--- src/rtl/riscv_pkg.sv ---
// Shared RV32I decode constants and the ID->EX payload layout.
package riscv_pkg;

  localparam int unsigned XLEN  = 32;
  localparam int unsigned REG_W = 5;
  localparam int unsigned OPC_W = 7;

  localparam logic [OPC_W-1:0] OP_LOAD   = 7'b0000011;
  localparam logic [OPC_W-1:0] OP_STORE  = 7'b0100011;
  localparam logic [OPC_W-1:0] OP_BRANCH = 7'b1100011;
  localparam logic [OPC_W-1:0] OP_IMM    = 7'b0010011;
  localparam logic [OPC_W-1:0] OP_LUI    = 7'b0110111;
  localparam logic [OPC_W-1:0] OP_AUIPC  = 7'b0010111;
  localparam logic [OPC_W-1:0] OP_JAL    = 7'b1101111;
  localparam logic [OPC_W-1:0] OP_JALR   = 7'b1100111;

  typedef struct packed {
    logic [XLEN-1:0]  pc;
    logic [XLEN-1:0]  instr;
    logic [XLEN-1:0]  rs1_val;
    logic [XLEN-1:0]  rs2_val;
    logic [XLEN-1:0]  imm;
    logic [REG_W-1:0] rd;
  } ex_payload_t;

  // Stores and branches carry no destination register.
  function automatic logic has_rd(input logic [OPC_W-1:0] opc);
    return (opc != OP_STORE) && (opc != OP_BRANCH);
  endfunction

endpackage

--- src/rtl/imm_gen.sv ---
// Sign-extended immediate extraction for RV32I instruction formats.
module imm_gen
  import riscv_pkg::*;
(
  input  logic [XLEN-1:0] instr,
  output logic [XLEN-1:0] imm
);

  logic [OPC_W-1:0] opc;
  assign opc = instr[6:0];

  always_comb begin
    imm = '0;
    case (opc)
      OP_IMM, OP_LOAD, OP_JALR:
        imm = {{20{instr[31]}}, instr[31:20]};
      OP_STORE:
        imm = {{20{instr[31]}}, instr[31:25], instr[11:7]};
      OP_BRANCH:
        imm = {{19{instr[31]}}, instr[31], instr[7], instr[30:25], instr[11:8], 1'b0};
      OP_LUI, OP_AUIPC:
        imm = {instr[31:12], 12'b0};
      OP_JAL:
        imm = {{11{instr[31]}}, instr[31], instr[19:12], instr[20], instr[30:21], 1'b0};
      default:
        imm = '0;
    endcase
  end

endmodule

--- src/rtl/id_stage.sv ---
// RV32I decode stage: operand read with writeback bypass, immediate generation,
// load-use interlock and a registered valid/ready hand-off to execute.
module id_stage
  import riscv_pkg::*;
#(
  parameter int unsigned XLEN = riscv_pkg::XLEN
) (
  input  logic             clk,
  input  logic             rst,
  input  logic             in_valid,
  output logic             in_ready,
  input  logic [XLEN-1:0]  in_pc,
  input  logic [XLEN-1:0]  in_instr,
  output logic [REG_W-1:0] rf_a1,
  output logic [REG_W-1:0] rf_a2,
  input  logic [XLEN-1:0]  rf_rd1,
  input  logic [XLEN-1:0]  rf_rd2,
  input  logic             wb_we,
  input  logic [REG_W-1:0] wb_a3,
  input  logic [XLEN-1:0]  wb_wd3,
  input  logic             flush,
  output logic             ex_valid,
  input  logic             ex_ready,
  output logic [XLEN-1:0]  ex_pc,
  output logic [XLEN-1:0]  ex_instr,
  output logic [XLEN-1:0]  ex_rs1_val,
  output logic [XLEN-1:0]  ex_rs2_val,
  output logic [XLEN-1:0]  ex_imm,
  output logic [REG_W-1:0] ex_rd,
  output logic [15:0]      perf_stall_cnt
);

  logic [REG_W-1:0] rs1, rs2;
  logic [XLEN-1:0]  rs1_val, rs2_val, imm;
  logic             hazard, accept, stall;
  ex_payload_t      ex_q, ex_d;
  logic             valid_q;
  logic [15:0]      stall_cnt_q;

  assign rs1   = in_instr[19:15];
  assign rs2   = in_instr[24:20];
  assign rf_a1 = rs1;
  assign rf_a2 = rs2;

  // Writeback bypass; x0 always reads as zero so wb_a3==0 can never match.
  always_comb begin
    rs1_val = rf_rd1;
    if (rs1 == '0)
      rs1_val = '0;
    else if (wb_we && (wb_a3 == rs1))
      rs1_val = wb_wd3;
  end

  always_comb begin
    rs2_val = rf_rd2;
    if (rs2 == '0)
      rs2_val = '0;
    else if (wb_we && (wb_a3 == rs2))
      rs2_val = wb_wd3;
  end

  imm_gen u_imm_gen (
    .instr (in_instr),
    .imm   (imm)
  );

  // Load in execute whose result the incoming instruction needs.
  assign hazard = valid_q && (ex_q.instr[6:0] == OP_LOAD) && (ex_q.rd != '0) &&
                  ((ex_q.rd == rs1) || (ex_q.rd == rs2));

  assign in_ready = !rst && (!valid_q || ex_ready) && !hazard && !flush;
  assign accept   = in_valid && in_ready;
  assign stall    = hazard && ex_ready && !flush;

  always_comb begin
    ex_d         = ex_q;
    ex_d.pc      = in_pc;
    ex_d.instr   = in_instr;
    ex_d.rs1_val = rs1_val;
    ex_d.rs2_val = rs2_val;
    ex_d.imm     = imm;
    ex_d.rd      = has_rd(in_instr[6:0]) ? in_instr[11:7] : '0;
  end

  always_ff @(posedge clk) begin
    if (rst) begin
      valid_q     <= 1'b0;
      ex_q        <= '0;
      stall_cnt_q <= '0;
    end else begin
      if (flush)
        valid_q <= 1'b0;
      else if (accept) begin
        valid_q <= 1'b1;
        ex_q    <= ex_d;
      end else if (ex_ready)
        valid_q <= 1'b0;

      if (stall && (stall_cnt_q != 16'hFFFF))
        stall_cnt_q <= stall_cnt_q + 16'd1;
    end
  end

  assign ex_valid       = valid_q;
  assign ex_pc          = ex_q.pc;
  assign ex_instr       = ex_q.instr;
  assign ex_rs1_val     = ex_q.rs1_val;
  assign ex_rs2_val     = ex_q.rs2_val;
  assign ex_imm         = ex_q.imm;
  assign ex_rd          = ex_q.rd;
  assign perf_stall_cnt = stall_cnt_q;

endmodule

--- config.mk ---
export PLATFORM = sky130hd
export DESIGN_NAME = id_stage
export DESIGN_NICKNAME = d
export VERILOG_FILES = /design/src/rtl/riscv_pkg.sv /design/src/rtl/imm_gen.sv /design/src/rtl/id_stage.sv
export SDC_FILE = /design/constraint.sdc
export NUM_CORES = 1
export LEC_CHECK = 0
export CAP_MARGIN = 30
export CORE_MARGIN = 5
export CORE_UTILIZATION = 40
export DETAILED_ROUTE_END_ITERATION = 12
export GPL_ROUTABILITY_DRIVEN = 1
export GPL_TIMING_DRIVEN = 0
export PLACE_DENSITY = 0.87
export SYNTH_ARGS = -nofsm -noshare
export SYNTH_HDL_FRONTEND = slang
export SYNTH_HIERARCHICAL = 1
export SYNTH_SLANG_ARGS = --single-unit
--- constraint.sdc ---
create_clock -name clk -period 3.8 [get_ports clk]
set_input_delay 0.38 -clock clk [delete_from_list [all_inputs] [get_ports clk]]
set_output_delay 0.38 -clock clk [all_outputs]
set_load 0.05 [all_outputs]
==> results.cfg <==
[final_layout]
fillers = 1723
syn2layout_area_growth_pct = 54.4
layout.nets = 1514
drive_gt1_share_pct = 7.75
layout_commonest_cell = clkdlybuf4s50_1
layout_common_cells = clkdlybuf4s50_1, nand2_1, dfxtp_1
n_antenna_cell = 0
multi_input_area_um2 = 4190
regArea_um2 = 3640

[route]
vias = 8832
routed_wl_um = 33400
drt_pre_antenna_iters = 5
ant_nets = 0
drc = 0
viasPerCell = 5.44
drtIter0Drc = 519
avgRoutedWirePerCell_um = 20.6

[logic_synthesis]
yosys_warnings = 6
synth_cells = 960
synth_fp_nets = 1132
seq_area_frac_synth_pct = 43.8
async_flop_share_pct = 0
synth_seq_cells = 182
avgSynthCellArea_um2 = 8.67
synth_flop_cell = dfxtp_1
synth_area_um2 = 8320
synth_edf_count = 0
synth_cell_type_count = 57

[timing]
slew_headroom_pct = 46.8
slew_violations = 0
fin_crit_ps = 3100
layout_setup_ws_ps = 703
worst_pin_slew_ps = 797
grt_setup_unrepaired = no
fin_skew_ps = 13.7
finalCritPeriodShare_pct = 81.5
final.setup.tns_ps = 0
setup_violations = 0
hold_violations = 0
max_freq_mhz = 323

[critical_path]
critPathKind = primary input to primary output
regToRegStartpoint = ex_rd[4]
r2r_cells = 8
r2r_setup_slack_ps = 1230
crit_path_start_kind = primary input
cp.arrival_ps = 2720
cp-end-kind = primary output
path_max_fanout = 8
r2r_end = ex_rs2_val[21]
cp_data_required_time_ps = 3420

[place]
port-buffer-count = 363
gp_congestion = 0.904
dp_hpwl_um = 25600
place_ws_ps = 650

[power_and_ir_drop]
p_int_uw = 3250
total_power_uw = 4530
power_density_nw_per_um2 = 353
ir_worst_vdd_mv = 0.295
power.share.switching_pct = 28.4
p_clk_share_pct = 37.9
leakage_uw = 0.00435
p_comb_share_pct = 18.3
power_frac_seq_pct = 43.8
switching_power_uw = 1290

[flow_run]
maxCapViolations = 0

[clocking]
clk_pin_slew_worst_paths_ps = 70
cts_max_path_buffers = 2
insertion_delay_ps = 440
cts_tree = built
cts_buffers = 17
cts_root_buffer = clkbuf_16
cts.sinks = 182
cts_setup_buffers = 0
post_cts_resized = 0
cts.hold.buffers_added = 0
htreeDepth = 4

[floorplanning]
start_util_pct = 40.9
core-area_um2 = 20400
io_pins = 364
die_h_um = 154
die-area_um2 = 23800
die_w_um = 154
rows = 52

[grt]
grt_pass1_wl_um = 50000
grt_max_degree = 17
grt_overflow = 0
antenna_found_initial = 0
grt_pass1_vias = 8831
grt_usage_pct = 26.5

[min_path]
holdPathStages = 2
hp-start = ex_instr[18]
hp-class = flop to flop
hold_end = ex_instr[18]

[run_status]
outcome = complete, no violations
cells by family (layout without fill, tap and decap cells):
kind of cell               count (synthesis)  after routing  synth area share, %
AOI/OAI and AO/OA                        234            234                 17.7
xor gates and xnor gates                  21             21                 2.21
adders and majority gates                  1              1                0.150
buffers and inverters                     94            488                 5.88
DFF                                      182            182                 43.8
muxes                                     66             66                 7.94
and+or+nand+nor                          362            362                 22.3
routing by layer:
layer  routed length [µm]  up-vias  GRT usage [%]
met5                    0        -              0
met2                16500      425           46.5
met1                12700     4178           29.9
li1                     -     4140              -
met4                 1180        0           10.0
met3                 3130       89           8.86
through the flow:
step                std cells  hold WS, ps  cell area, µm²  util [%]
floorplan                 960          453            8320         -
finish                   1624          454           12900      63.1
detailed placement       1593          446           12300      60.4
global placement         1593          441           12300      60.4
global route             1624          470           12900      63.1
CTS                      1624          455           12900      63.1
Yosys cell counts (3+ instances only):
cell type	n	area (µm²)
nand2_1	205	769
dfxtp_1	182	3640
a21oi_1	115	576
mux2i_1	66	661
o31ai_1	66	495
nand3b_1	65	488
clkbuf_1	36	135
buf_2	34	170
nand3_1	28	140
o21ai_0	23	115
buf_4	13	97.6
or3_1	12	75.1
xnor2_1	12	105
xor2_1	9	78.8
a21o_2	8	70.1
and3_1	8	50.1
buf_6	6	67.6
nand4_1	5	31.3
a22o_1	4	35.0
nor2_1	4	15.0
nor2b_1	4	25.0
or4_1	4	30.0
and2b_1	3	22.5
buf_1	3	11.3
nand2b_1	3	18.8
nor3b_1	3	22.5
o21a_1	3	22.5
state kept, by name, indices dropped and copies added, names as in the netlist:
name	flops
ex_rs2_val	32
ex_instr	32
ex_rs1_val	32
perf_stall_cnt	16
ex_pc	32
ex_valid	1
ex_rd	5
ex_imm	32
area by class of cell:
class                           instances  share of cell area [%]
Multi-Input combinational cell        684                    32.6
Sequential cell                       182                    28.3
Timing Repair Buffer                  363                    28.3
Buffer                                 92                    3.75
Clock buffer                           21                    3.58
Tap cell                              270                    2.63
Clock inverter                         10                   0.769
Inverter                                2                  0.0584
critical path, cell delays in order:
cell and delay, ps:
clkdlybuf4s50_1 830, xnor2_1 180, nand3_1 110, o22a_1 260, o21a_1 210, clkdlybuf4s50_1 740
power groups by stage:
stage	sequential (µW)	combinational (µW)	clock, µW
2_1_floorplan	2200	244	0
3_3_place_gp	2030	816	0
3_5_place_dp	2030	824	0
4_1_cts	1980	829	1740
5_1_grt	1990	870	1820
6_report	1990	830	1720
worst max path at each step:
stage,cells after the start,end,startpoint
global placement,9,ex_rs2_val[3],in_instr[20]
detailed placement,9,ex_rs1_val[12],in_instr[20]
global route,6,in_ready,in_instr[20]
CTS,6,in_ready,in_instr[20]
finish,6,in_ready,in_instr[20]
floorplan,9,perf_stall_cnt[1],perf_stall_cnt[0]
Power figures use the tool's default switching activity.
